File: src/rtl/aes_pkg.sv
// Shared types and constants for the AES-128 round sequencer.
package aes_pkg;

    localparam int AES_NR    = 10;
    localparam int RIDX_W    = 4;
    localparam int AES_BLK_W = 128;

    typedef enum logic [2:0] {
        ST_IDLE  = 3'd0,
        ST_INIT  = 3'd1,
        ST_ROUND = 3'd2,
        ST_FINAL = 3'd3,
        ST_DONE  = 3'd4
    } ctrl_state_t;

endpackage

File: src/rtl/aes_round_ctrl_if.sv
// Handshake and datapath-control bundle between the round sequencer (slave)
// and the block that feeds it and consumes its selects (master).
// Optional decrypt signals exist only when AES_ROUND_CTRL_DECRYPT_EN is defined.
interface aes_round_ctrl_if;
    import aes_pkg::*;

    logic              clear;
    logic              in_valid;
    logic              in_ready;
    logic              key_vld;
    logic [RIDX_W-1:0] round_idx;
    logic              state_ld;
    logic              sel_init;
    logic              skip_mix;
    logic              out_valid;
    logic              out_ready;
    logic              busy;
`ifdef AES_ROUND_CTRL_DECRYPT_EN
    logic              dec;
    logic              inv_sel;
`endif

    modport slave (
        input  clear, in_valid, key_vld, out_ready,
`ifdef AES_ROUND_CTRL_DECRYPT_EN
        input  dec,
        output inv_sel,
`endif
        output in_ready, round_idx, state_ld, sel_init, skip_mix, out_valid, busy
    );

    modport master (
        output clear, in_valid, key_vld, out_ready,
`ifdef AES_ROUND_CTRL_DECRYPT_EN
        output dec,
        input  inv_sel,
`endif
        input  in_ready, round_idx, state_ld, sel_init, skip_mix, out_valid, busy
    );

endinterface

File: src/rtl/aes_round_counter.sv
// Round key index counter: load / step up or down / hold, saturating at 0 and NR.
// tc flags the last full round: NR-1 counting up, 1 counting down.
module aes_round_counter
    import aes_pkg::*;
#(
    parameter int NR = AES_NR
) (
    input  logic              clk,
    input  logic              rst_n,
    input  logic              load,
    input  logic [RIDX_W-1:0] load_val,
    input  logic              step,
    input  logic              down,
    output logic [RIDX_W-1:0] cnt,
    output logic              tc
);

    // Counter register; load wins over step, step never wraps past 0 or NR.
    always_ff @(posedge clk or negedge rst_n) begin
        if (!rst_n) begin
            cnt <= '0;
        end else if (load) begin
            cnt <= load_val;
        end else if (step) begin
            if (down) begin
                if (cnt != '0) cnt <= cnt - 1'b1;
            end else begin
                if (cnt < RIDX_W'(NR)) cnt <= cnt + 1'b1;
            end
        end
    end

    assign tc = down ? (cnt == RIDX_W'(1)) : (cnt == RIDX_W'(NR - 1));

endmodule

File: src/rtl/aes_round_ctrl.sv
// Sequencer for the iterative AES-128 datapath: initial AddRoundKey, NR-1 full
// rounds, final round, then hold the result until the consumer takes it.
// Define AES_ROUND_CTRL_DECRYPT_EN to add the dec input / inv_sel output and
// reverse the round key order for decryption.
//
// state | meaning
// IDLE  | waiting for a block, in_ready high
// INIT  | initial AddRoundKey, state mux takes the input block
// ROUND | full rounds (SubBytes, ShiftRows, MixColumns, AddRoundKey)
// FINAL | last round, MixColumns bypassed
// DONE  | result held in state register, out_valid high
module aes_round_ctrl
    import aes_pkg::*;
#(
    parameter int NR = AES_NR
) (
    input  logic           clk,
    input  logic           rst_n,
    aes_round_ctrl_if.slave bus
);

    ctrl_state_t       state;
    ctrl_state_t       nstate;
    logic              cnt_load;
    logic [RIDX_W-1:0] cnt_val;
    logic              cnt_step;
    logic              cnt_down;
    logic              cnt_tc;
    logic [RIDX_W-1:0] ridx;
    logic [RIDX_W-1:0] start_val;

    logic in_ready_q;
    logic sel_init_q;
    logic skip_mix_q;
    logic out_valid_q;
    logic busy_q;
    logic ld_en_q;

`ifdef AES_ROUND_CTRL_DECRYPT_EN
    logic dec_q;

    // Direction is captured at acceptance and held for the whole block.
    always_ff @(posedge clk or negedge rst_n) begin
        if (!rst_n) begin
            dec_q <= 1'b0;
        end else if (state == ST_IDLE && bus.in_valid && !bus.clear) begin
            dec_q <= bus.dec;
        end
    end

    assign cnt_down    = dec_q;
    assign start_val   = bus.dec ? RIDX_W'(NR) : '0;
    assign bus.inv_sel = dec_q;
`else
    assign cnt_down  = 1'b0;
    assign start_val = '0;
`endif

    // Next-state and counter command decode; clear beats every other input.
    always_comb begin
        nstate   = state;
        cnt_load = 1'b0;
        cnt_val  = '0;
        cnt_step = 1'b0;
        if (bus.clear) begin
            nstate   = ST_IDLE;
            cnt_load = 1'b1;
        end else begin
            case (state)
                ST_IDLE: if (bus.in_valid) begin
                    nstate   = ST_INIT;
                    cnt_load = 1'b1;
                    cnt_val  = start_val;
                end
                ST_INIT: if (bus.key_vld) begin
                    nstate   = ST_ROUND;
                    cnt_step = 1'b1;
                end
                ST_ROUND: if (bus.key_vld) begin
                    cnt_step = 1'b1;
                    if (cnt_tc) nstate = ST_FINAL;
                end
                ST_FINAL: if (bus.key_vld) begin
                    nstate = ST_DONE;
                end
                ST_DONE: if (bus.out_ready) begin
                    nstate   = ST_IDLE;
                    cnt_load = 1'b1;
                end
                default: begin
                    nstate   = ST_IDLE;
                    cnt_load = 1'b1;
                end
            endcase
        end
    end

    // State register with outputs decoded from the next state so they are registered.
    always_ff @(posedge clk or negedge rst_n) begin
        if (!rst_n) begin
            state       <= ST_IDLE;
            in_ready_q  <= 1'b1;
            sel_init_q  <= 1'b0;
            skip_mix_q  <= 1'b0;
            out_valid_q <= 1'b0;
            busy_q      <= 1'b0;
            ld_en_q     <= 1'b0;
        end else begin
            state       <= nstate;
            in_ready_q  <= (nstate == ST_IDLE);
            sel_init_q  <= (nstate == ST_INIT);
            skip_mix_q  <= (nstate == ST_FINAL);
            out_valid_q <= (nstate == ST_DONE);
            busy_q      <= (nstate != ST_IDLE);
            ld_en_q     <= (nstate == ST_INIT) || (nstate == ST_ROUND) || (nstate == ST_FINAL);
        end
    end

    aes_round_counter #(.NR(NR)) u_cnt (
        .clk      (clk),
        .rst_n    (rst_n),
        .load     (cnt_load),
        .load_val (cnt_val),
        .step     (cnt_step),
        .down     (cnt_down),
        .cnt      (ridx),
        .tc       (cnt_tc)
    );

    assign bus.round_idx = ridx;
    assign bus.in_ready  = in_ready_q;
    assign bus.sel_init  = sel_init_q;
    assign bus.skip_mix  = skip_mix_q;
    assign bus.out_valid = out_valid_q;
    assign bus.busy      = busy_q;
    // Only input-dependent output: a load happens only when the round key is there.
    assign bus.state_ld  = ld_en_q & bus.key_vld;

endmodule

File: src/flat_wrapper.sv
// flat-port wrapper written by rule: the top's interface ports become plain ports
module aes_round_ctrl_flat import aes_pkg::*;
#(
    parameter int NR = AES_NR
)
  (clk, rst_n, bus_clear, bus_in_valid, bus_key_vld, bus_out_ready, bus_in_ready, bus_round_idx, bus_state_ld, bus_sel_init, bus_skip_mix, bus_out_valid, bus_busy);
  aes_round_ctrl_if bus_i ();
  input  logic clk;
  input  logic rst_n;
  input wire logic [$bits(bus_i.clear)-1:0] bus_clear;
  input wire logic [$bits(bus_i.in_valid)-1:0] bus_in_valid;
  input wire logic [$bits(bus_i.key_vld)-1:0] bus_key_vld;
  input wire logic [$bits(bus_i.out_ready)-1:0] bus_out_ready;
  output wire logic [$bits(bus_i.in_ready)-1:0] bus_in_ready;
  output wire logic [$bits(bus_i.round_idx)-1:0] bus_round_idx;
  output wire logic [$bits(bus_i.state_ld)-1:0] bus_state_ld;
  output wire logic [$bits(bus_i.sel_init)-1:0] bus_sel_init;
  output wire logic [$bits(bus_i.skip_mix)-1:0] bus_skip_mix;
  output wire logic [$bits(bus_i.out_valid)-1:0] bus_out_valid;
  output wire logic [$bits(bus_i.busy)-1:0] bus_busy;
  assign bus_i.clear = bus_clear;
  assign bus_i.in_valid = bus_in_valid;
  assign bus_i.key_vld = bus_key_vld;
  assign bus_i.out_ready = bus_out_ready;
  assign bus_in_ready = bus_i.in_ready;
  assign bus_round_idx = bus_i.round_idx;
  assign bus_state_ld = bus_i.state_ld;
  assign bus_sel_init = bus_i.sel_init;
  assign bus_skip_mix = bus_i.skip_mix;
  assign bus_out_valid = bus_i.out_valid;
  assign bus_busy = bus_i.busy;
  aes_round_ctrl #(.NR(NR)) u_core (.clk(clk), .rst_n(rst_n), .bus(bus_i));
endmodule
File: config.mk
export PLATFORM = sky130hd
export DESIGN_NAME = aes_round_ctrl_flat
export DESIGN_NICKNAME = d
export VERILOG_FILES = /design/src/rtl/aes_pkg.sv /design/src/rtl/aes_round_ctrl_if.sv /design/src/rtl/aes_round_counter.sv /design/src/rtl/aes_round_ctrl.sv /design/src/flat_wrapper.sv
export SDC_FILE = /design/constraint.sdc
export NUM_CORES = 1
export LEC_CHECK = 0
export CAP_MARGIN = 20
export CORE_AREA = 2 2 41 43
export CTS_BUF_LIST = sky130_fd_sc_hd__clkbuf_8 sky130_fd_sc_hd__clkbuf_16
export CTS_CLUSTER_SIZE = 24
export DETAILED_ROUTE_END_ITERATION = 8
export DIE_AREA = 0 0 43 45
export HOLD_SLACK_MARGIN = 0.08
export PLACE_DENSITY_LB_ADDON = 0.12
export SLEW_MARGIN = 20
export SYNTH_ARGS = -nofsm -noshare
export SYNTH_HDL_FRONTEND = slang
export SYNTH_SLANG_ARGS = --single-unit
File: constraint.sdc
create_clock -name clk -period 1.9 [get_ports clk]
set_input_delay 0.285 -clock clk [delete_from_list [all_inputs] [get_ports clk]]
set_output_delay 0.285 -clock clk [all_outputs]
set_load 0.02 [all_outputs]
==> metrics.md, run 1 <==
| Metric | Value |
|---|---|
| CTS Buf Count | 3 |
| Clock root buffer | clkbuf_8 |
| Min-Delay Path Class | in -> async |
| Internal Power | 489 uW |
| Clk pin slew, worst setup/hold paths | approximately 0.06 ns |
| Core area | 1470 sq um |
| Drt drc | 0 |
| Synthesized Nets | slightly above 70 |
| Synthesis-to-finish area growth | 34.1% |
| CP dominant cell by count | clkdlybuf4s50_1 |
| Mapped Area | 642 sq um |
| Post-CTS Resized | 0 |
| Worst setup EP type | primary output |
| Post-synth top area share | ~47% |
| Peak VDD IR | 0.000502 V |
| Switching Fraction | 25.8% |
| Rows | 14 |
| Crit path kind | in -> out |
| Synth cell types | 26 |
| Max incr delay on CP | between 0.5 and 0.6 ns |
| CTS Hold Bufs | 0 |
| Logic pwr share | 16.1% |
| Sequential share of power | 46.6% |
| # IOs | 16 |
| Antenna violations before repair | 0 |
| Leak | 0.000406 uW |
| Pwr/cell area | 766 nW/um^2 |
| First-pass GRT wire length | 2.22 mm |
| GP Congestion | between 0.7 and 0.8 |
| Chip height | between 40 and 50 um |
| Yosys warning count | 0 |
| H-tree lvl count | 1 |
| First-pass DRT Iterations | 2 |
| Vias per cell | 5.08 |
| GRT overflow | 0 |
| Die Span X | about 43 um |
| Die area | a little under 2000 sq um |
| Seq/Total Area, Yosys | around 50% |
| Biggest area consumer among synthesized cells | dfrtp_1 |
| WP data arrival | 1.51 ns |
| CP Cell Sequence | clkdlybuf4s50_1, and2_1, clkdlybuf4s50_1 |
| Status | finished clean |
| Max-Cap Viols | 0 |
| Mean post-synth cell area | 10.2 sq um |
| HPWL Detailed | 899 um |
| Final Hold Fails | 0 |
| DR iter-0 viols | 5 |
| Worst EP required | 1.62 ns |
| ANT nets after route | 0 |
| CP bufs+invs | 2 |
| Slowest-stage cell, CP | clkdlybuf4s50_1 |
| Worst skew pair latency | 0.24 ns |
| Fmax | 558 MHz |
| Ranking of synthesized cells by area | dfrtp_1 (47%), nor2_1 (5.8%), dfstp_2 (4.1%) |
| Slew HR | 60.5% |
| Post-Synthesis Cells | 63 |
| Worst-Margin Slew | 0.591 ns |
| CP max FO | 4 |
| CTS sink cnt | 13 |
| Switching Power | about 170 uW |
| Post-layout min period | 1.79 ns |
| Drt total wl | 1.30 mm |
| Crit share post-route | a little over nine tenths |
| Setup-failing EPs final | 0 |
| Setup Buffers After CTS | 0 |
| Vias | 503 |
| DR WL/cell | 13.2 um |
| Starting Density | roughly 44% |
| Clock Skew | 0.00358 ns |
| Delay-heaviest family, CP | buffers and inverters |
| Fin nets | 92 |
| CTS Buffer Depth | 2 |
| Number of inserted diodes | 0 |
| Clock Power Share | 37.3% |
| Post-Place Setup Slack | ~0.10 ns |
| Total track usage | 16.0% |
| Layout cells sized above 1 | 13.3% |
| Largest net degree at the start of global routing | 14 |
| Vias in the first global route | about 500 |
| Hold_ws | 0.415 ns |
| Slew Viols, Final | 0 |
| Sum Neg Setup Slack | 0 ns |
| Fin worst setup slack | 0.108 ns |
| CTS tree | built |
| PortBufs | 15 |
| RSZ-0062 raised after global routing | false |
| Worst Setup Start Kind | primary input |
| Final design utilization | between 50% and 60% |
| FF+latch count, synth | 13 |
## cell type report
cell class                      count  area (sq um)
Clock buffer                        3          41.3
Clock inverter                      1          3.75
Fill cell                         144           611
Inverter                            3          12.5
Multi-Input combinational cell     45           284
Sequential cell                    13           327
Tap cell                           16          20.0
Timing Repair Buffer               18           173
## state kept, by name, summed over array words and instances, names as in the netlist
register	flops
u_core.bus.out_valid	1
u_core.bus.in_ready	1
u_core.u_cnt.cnt	4
u_core.bus.busy	1
u_core.bus.skip_mix	1
u_core.state	3
u_core.ld_en_q	1
u_core.bus.sel_init	1
## cells in the final DEF, fill, tap and decap left out, drive strengths merged, types with 2 or more instances in the layout
| master | synthesis | layout |
|---|---|---|
| ha | 2 | 2 |
| and2 | 3 | 3 |
| buf | 2 | 3 |
| xor2 | 2 | 2 |
| nor2 | 10 | 10 |
| nor3 | 3 | 3 |
| clkbuf | 0 | 3 |
| a21oi | 3 | 3 |
| clkdlybuf4s50 | 0 | 15 |
| o21ai | 4 | 4 |
| dfrtp | 12 | 12 |
| nand3 | 2 | 2 |
| inv | 2 | 3 |
| nand2 | 6 | 6 |
## per-layer routing
layer  share of wire, %  global-route usage (%)  vias up
met5                  0                       0        -
met4               0.69                    9.09        0
met3                4.8                    5.20        2
met2                 42                    21.8       11
met1                 52                    22.3      235
li1                   -                       -      255
## path summary, 6_finish.rpt
| path | cells after the start | end | slack (ns) | from |
|---|---|---|---|---|
| min reg2reg | 2 | u_core.u_cnt.cnt[0]$_DFFE_PN0P_ | 0.65 | u_core.u_cnt.cnt[0]$_DFFE_PN0P_ |
| max in group asynchronous | 1 | u_core.ld_en_q$_DFF_PN0_ | 1.10 | rst_n |
| max reg2reg | 5 | u_core.bus.busy$_DFF_PN0_ | 0.34 | u_core.state[1]$_DFF_PN0_ |
| min | 1 | u_core.u_cnt.cnt[0]$_DFFE_PN0P_ | 0.42 | rst_n |
| max | 3 | bus_state_ld | 0.11 | bus_key_vld |
| min in group clk | 2 | u_core.u_cnt.cnt[0]$_DFFE_PN0P_ | 0.65 | u_core.u_cnt.cnt[0]$_DFFE_PN0P_ |
## cells in the mapped netlist
cell type / number
dfrtp_1: 12
nor2_1: 10
or3_1: 1
and4bb_1: 1
a21oi_1: 3
clkinv_2: 1
xor2_1: 2
and2_1: 3
a41oi_1: 1
nor2b_2: 1
a31oi_1: 1
ha_1: 2
buf_6: 1
o21ai_1: 2
buf_4: 1
nand3_1: 2
dfstp_2: 1
nand2_1: 6
and4b_1: 1
a32oi_1: 1
or2_1: 1
inv_1: 2
nor3_1: 3
nor4b_4: 1
o21ai_0: 2
a221o_2: 1
## per-stage QoR
stage	cell area, sq um	total power [uW]	cells
after floorplan	642	371	63
after global placement	816	418	95
after detailed placement	816	418	95
after CTS	861	666	99
after global routing	861	690	99
final	861	659	99
## kinds of logic (layout without fill, tap and decap cells)
kind of cell               Yosys count  in the layout  synth area share, %
and+or+nand+nor                     30             30                 26.7
DFF                                 13             13                 50.9
AOI/OAI and AO/OA                   11             11                 10.9
buffers and inverters                5             25                 4.87
adders and majority gates            2              2                 3.90
xor gates and xnor gates             2              2                 2.73
## power by group through the flow
stage | Clock [uW] | Sequential, uW | Combinational [uW]
6_report | 246 | 307 | 106
5_1_grt | 263 | 309 | 118
4_1_cts | 251 | 307 | 107
3_5_place_dp | 0 | 312 | 106
3_3_place_gp | 0 | 312 | 106
2_1_floorplan | 0 | 317 | 54.0
No activity file was read; power rests on OpenSTA's default activity.
==> run 2, diff against run 1 <==
--- a/config.mk
+++ b/config.mk
@@ -13,7 +13,6 @@
 export DIE_AREA = 0 0 43 45
 export HOLD_SLACK_MARGIN = 0.08
 export PLACE_DENSITY_LB_ADDON = 0.12
-export SLEW_MARGIN = 20
 export SYNTH_ARGS = -nofsm -noshare
 export SYNTH_HDL_FRONTEND = slang
 export SYNTH_SLANG_ARGS = --single-unit
==> constraint.sdc (replaced) <==
create_clock -name clk -period 2 [get_ports clk]
set_input_delay 0.3 -clock clk [delete_from_list [all_inputs] [get_ports clk]]
set_output_delay 0.3 -clock clk [all_outputs]
set_load 0.02 [all_outputs]
==> run 2 against run 1 <==
  * Cell area decreased by 1.7%
  * Clock skew decreased by 0.0023 ns
  * Sequential cell count unchanged
  * Combinational power decreased by 7%
  * Via count increased by 2.6%
  * Die area unchanged
  * Critical endpoint unchanged
  * Largest cell class unchanged
  * Highest routed layer unchanged
==> metrics.md, run 2 (same netlist as run 1, synthesis figures left out) <==
| Metric | Value |
|---|---|
| Max FFs per register | 4 |
| Worst EP required | 1.70 ns |
| Clock Skew | 0.00125 ns |
| Slew HR | approximately three fifths |
| DR WL/cell | approximately 13 um |
| Largest regs | u_core.u_cnt.cnt (4), u_core.state (3) |
| First-pass DRT Iterations | 3 |
| Chip height | between 40 and 50 um |
| Worst setup EP type | primary output |
| Delay-heaviest family, CP | buffers and inverters |
| GRT overflow | 0 |
| CP bufs+invs | 2 |
| Drt drc | 0 |
| # fillers | about 140 |
| Vias | 516 |
| Antenna violations before repair | 0 |
| Most common cell after layout, fill and taps aside | clkdlybuf4s50_1 |
| Clk pin slew, worst setup/hold paths | approximately 0.050 ns |
| CP max FO | 4 |
| Met2 Usage GRT | approximately a quarter |
| GR Util met3 | roughly 3.6% |
| Worst-Margin Slew | 0.582 ns |
| Cell count of the worst reg-to-reg path | 5 |
| Final Hold Fails | 0 |
| Slew Viols, Final | 0 |
| Vias per cell | 5.32 |
| Post-layout min period | 1.83 ns |
| Core area | roughly 1500 sq um |
| Max incr delay on CP | 0.59 ns |
| CP dominant cell by count | clkdlybuf4s50_1 |
| ANT nets after route | 0 |
| DR iter-0 viols | 3 |
| # IOs | 16 |
| Post-CTS Resized | 0 |
| H-tree lvl count | 1 |
| Crit share post-route | 91.3% |
| Met1 Track Usage GR | a little over a fifth |
| Number of inserted diodes | 0 |
| Leak | 0.000395 uW |
| RSZ-0062 raised after global routing | false |
| Setup Buffers After CTS | 0 |
| Crit path kind | in -> out |
| Synthesis-to-finish area growth | 31.8% |
| Vias in the first global route | approximately 490 |
| CTS tree | built |
| Worst path depth | 3 |
| Hold_ws | between 0.4 and 0.5 ns |
| Layout cells sized above 1 | between 10 and 15% |
| Fin nets | 90 |
| First-pass GRT wire length | 2.21 mm |
| Most frequent cells in the layout | clkdlybuf4s50_1 (15), dfrtp_1 (12), nor2_1 (10) |
| HPWL Detailed | 917 um |
| Starting Density | 43.6% |
| Largest net degree at the start of global routing | 14 |
| Top reg by flops | u_core.u_cnt.cnt |
| Total track usage | 15.9% |
| Worst skew pair latency | 0.24 ns |
| Setup-failing EPs final | 0 |
| Rows | 14 |
| Sum Neg Setup Slack | 0 ns |
| CTS sink cnt | 13 |
| Grt peak-use layer | met2 |
| Status | finished clean |
| CP Cell Sequence | clkdlybuf4s50_1, and2_1, clkdlybuf4s50_1 |
| Worst Setup Start Kind | primary input |
| FF/Latch Area | 327 sq um |
| CTS Buffer Depth | 2 |
| Pwr/cell area | 732 nW/um^2 |
| Min-Delay Path Class | in -> async |
| Max-Cap Viols | 0 |
| CTS Buf Count | 3 |
| GP Congestion | 0.754 |
| Clock root buffer | clkbuf_8 |
| Multi-input gate area | ~280 sq um |
| PortBufs | 15 |
| Die area | 1940 sq um |
| Peak VDD IR | approximately 0.00042 V |
| Fmax | around 550 MHz |
| CTS Hold Bufs | 0 |
| Die Span X | 43 um |
| Drt total wl | 1.27 mm |
| Slowest-stage cell, CP | clkdlybuf4s50_1 |
| WP data arrival | 1.53 ns |
==> run 2: cell types whose count changed in the layout (fill, tap and decap cells not counted) <==
cell,previous run,this run
buf_4,3,1
==> run 2: metrics by stage <==
| step | instance area, sq um | total power (uW) | util [%] | std cells | setup slack [ns] |
|---|---|---|---|---|---|
| 3_5_place_dp | 801 | 396 | 54.4 | 93 | 0.166 |
| 5_1_grt | 846 | 649 | 57.5 | 97 | 0.117 |
| 2_1_floorplan | 642 | 352 | - | 63 | 0.510 |
| 3_3_place_gp | 801 | 396 | 54.4 | 93 | 0.182 |
| 4_1_cts | 846 | 631 | 57.5 | 97 | 0.161 |
| 6_report | 846 | 619 | 57.5 | 97 | 0.173 |
==> run 2: area by class of cell <==
cell class,count,area share [%]
Timing Repair Buffer,16,18.6
Inverter,3,1.48
Clock buffer,3,4.88
Tap cell,16,2.37
Sequential cell,13,38.6
Clock inverter,1,0.444
Multi-Input combinational cell,45,33.6
==> run 2: final timing paths <==
path / start / end / slack, ns
max: bus_key_vld / bus_state_ld / 0.17
min: rst_n / u_core.u_cnt.cnt[1]$_DFFE_PN0P_ / 0.43
max reg2reg: u_core.state[0]$_DFF_PN0_ / u_core.bus.busy$_DFF_PN0_ / 0.45
min reg2reg: u_core.u_cnt.cnt[1]$_DFFE_PN0P_ / u_core.u_cnt.cnt[1]$_DFFE_PN0P_ / 0.65
max in group asynchronous: rst_n / u_core.bus.out_valid$_DFF_PN0_ / 1.19
min in group clk: u_core.u_cnt.cnt[1]$_DFFE_PN0P_ / u_core.u_cnt.cnt[1]$_DFFE_PN0P_ / 0.65
==> run 2: power breakdown <==
group / internal, uW / switching, uW / leakage [uW]
Sequential: 279 / 13.3 / 0.000173
Clock: 136 / 92.6 / 0.0000269
Combinational: 48.2 / 50.5 / 0.000195
Total: 463 / 156 / 0.000395
==> run 2: layer usage <==
metal  share of wire [%]  vias up  routed length (um)
li1                    -      258                   -
met1                  51      243                 648
met2                  42       11                 536
met3                 4.6        4                  58
met4                 2.2        0                  28
met5                   0        -                   0
==> run 3, diff against run 2 <==
==> constraint.sdc (replaced) <==
create_clock -name clk -period 2.1 [get_ports clk]
set_input_delay 0.315 -clock clk [delete_from_list [all_inputs] [get_ports clk]]
set_output_delay 0.315 -clock clk [all_outputs]
set_load 0.02 [all_outputs]
==> run 3 against run 2 <==
  * Non-clock buffer count is the same
  * Sequential share of layout area did not move
  * Global-route usage fell by 0.37 points
  * Setup slack better by 0.081 ns
  * Die area did not move
  * Sequential power decreased by 5%
  * Clock skew up 0.0028 ns
  * Clock power fell by 7%
  * Largest cell class unchanged
  * Largest power group unchanged
  * Highest routed layer unchanged
==> metrics.md, run 3 (same netlist as run 1, synthesis figures left out) <==
| Metric | Value |
|---|---|
| First-pass GRT wire length | between 2 and 2.5 mm |
| CP dominant cell by count | clkdlybuf4s50_1 |
| Layout cells sized above 1 | between 10% and 20% |
| Clock Skew | 0.00404 ns |
| WP data arrival | 1.53 ns |
| Worst Setup Start Kind | primary input |
| CTS Buf Count | 3 |
| Worst-Margin Slew | 0.563 ns |
| Most common cell after layout, fill and taps aside | clkdlybuf4s50_1 |
| Drt total wl | 1.25 mm |
| GP Congestion | 0.749 |
| Antenna violations before repair | 0 |
| CTS tree | built |
| CP bufs+invs | 2 |
| PortBufs | 15 |
| Peak VDD IR | around 0.00048 V |
| Slew Viols, Final | 0 |
| Vias per cell | 5.06 |
| Min-Delay Path Class | in -> async |
| Post-CTS Resized | 0 |
| ANT nets after route | 0 |
| Clock root buffer | clkbuf_8 |
| Max incr delay on CP | 0.59 ns |
| Largest regs | u_core.u_cnt.cnt (4), u_core.state (3) |
| Fin worst setup slack | 0.254 ns |
| Top reg by flops | u_core.u_cnt.cnt |
| Worst setup EP type | primary output |
| Slew HR | 62.4% |
| Total track usage | 15.5% |
| Pwr/cell area | 692 nW/um^2 |
| CP max FO | 4 |
| Drt drc | 0 |
| Hold_ws | between 0.4 and 0.5 ns |
| DR iter-0 viols | 3 |
| Fin nets | 90 |
| CTS Buffer Depth | 2 |
| DR WL/cell | 12.9 um |
| Fmax | ~540 MHz |
| Status | finished clean |
| Largest net degree at the start of global routing | 14 |
| Rows | 14 |
| Final Hold Fails | 0 |
| Crit path kind | in -> out |
| CP Cell Sequence | clkdlybuf4s50_1, and2_1, clkdlybuf4s50_1 |
| First-pass DRT Iterations | 3 |
| Number of inserted diodes | 0 |
| HPWL Detailed | 882 um |
| Leak | 0.000395 uW |
| Delay-heaviest family, CP | buffers and inverters |
| Post-Place Setup Slack | about 0.25 ns |
| Setup-failing EPs final | 0 |
| Die Span X | 43 um |
| Worst EP required | 1.78 ns |
| H-tree lvl count | 1 |
| Max FFs per register | 4 |
| Vias in the first global route | just under 500 |
| Final design utilization | between 50 and 60% |
| CTS Hold Bufs | 0 |
| Setup Buffers After CTS | 0 |
| Worst skew pair latency | 0.24 ns |
| Die area | ~1900 sq um |
| CTS sink cnt | 13 |
| Post-layout min period | 1.85 ns |
| Starting Density | 43.6% |
| Slowest-stage cell, CP | clkdlybuf4s50_1 |
| Max-Cap Viols | 0 |
| Sum Neg Setup Slack | 0 ns |
| Crit share post-route | slightly below 90% |
| Chip height | 45 um |
| Synthesis-to-finish area growth | 31.8% |
| # IOs | 16 |
| Clk pin slew, worst setup/hold paths | 0.05 ns |
| Core area | 1470 sq um |
| Most frequent cells in the layout | clkdlybuf4s50_1 (15), dfrtp_1 (12), nor2_1 (10) |
| GRT overflow | 0 |
| Vias | slightly below 500 |
| Pwr Total | 586 uW |
| RSZ-0062 raised after global routing | false |
==> run 3: cell counts in the layout (fill, tap and decap cells not counted) <==
No cell type changed its count.
==> run 3: worst paths after layout <==
path / startpoint / depth (start not counted) / endpoint / slack [ns]
worst max-delay path: bus_key_vld / 3 / bus_state_ld / 0.25
worst min-delay path: rst_n / 1 / u_core.u_cnt.cnt[3]$_DFFE_PN0P_ / 0.44
worst max register to register: u_core.state[0]$_DFF_PN0_ / 5 / u_core.bus.busy$_DFF_PN0_ / 0.53
worst min register to register: u_core.u_cnt.cnt[0]$_DFFE_PN0P_ / 2 / u_core.u_cnt.cnt[0]$_DFFE_PN0P_ / 0.66
max in group asynchronous: rst_n / 1 / u_core.bus.out_valid$_DFF_PN0_ / 1.29
min in group clk: u_core.u_cnt.cnt[0]$_DFFE_PN0P_ / 2 / u_core.u_cnt.cnt[0]$_DFFE_PN0P_ / 0.66
==> run 3: metal layers <==
metal	global-route usage (%)	part of all wire (%)	vias to the layer above
met1	21.9	53	225
li1	-	-	251
met2	21.5	41	11
met3	4.80	4.9	4
met4	7.88	1.4	0
met5	0	0	-
==> run 3: stage by stage <==
step                std cells  instance area (sq um)
global route               97                    846
CTS                        97                    846
global placement           93                    801
detailed placement         93                    801
finish                     97                    846
floorplan                  63                    642
==> run 3: report_power, final <==
group | leakage [uW] | switching (uW) | internal [uW]
registers | 0.000173 | 13.0 | 266
clock network | 0.0000269 | 84.5 | 129
logic | 0.000195 | 47.3 | 46.0
==> run 3: final cells by class <==
| cell class | instances | area [sq um] |
|---|---|---|
| Clock inverter | 1 | 3.75 |
| Fill cell | 129 | 626 |
| Sequential cell | 13 | 327 |
| Timing Repair Buffer | 16 | 158 |
| Inverter | 3 | 12.5 |
| Tap cell | 16 | 20.0 |
| Clock buffer | 3 | 41.3 |
| Multi-Input combinational cell | 45 | 284 |
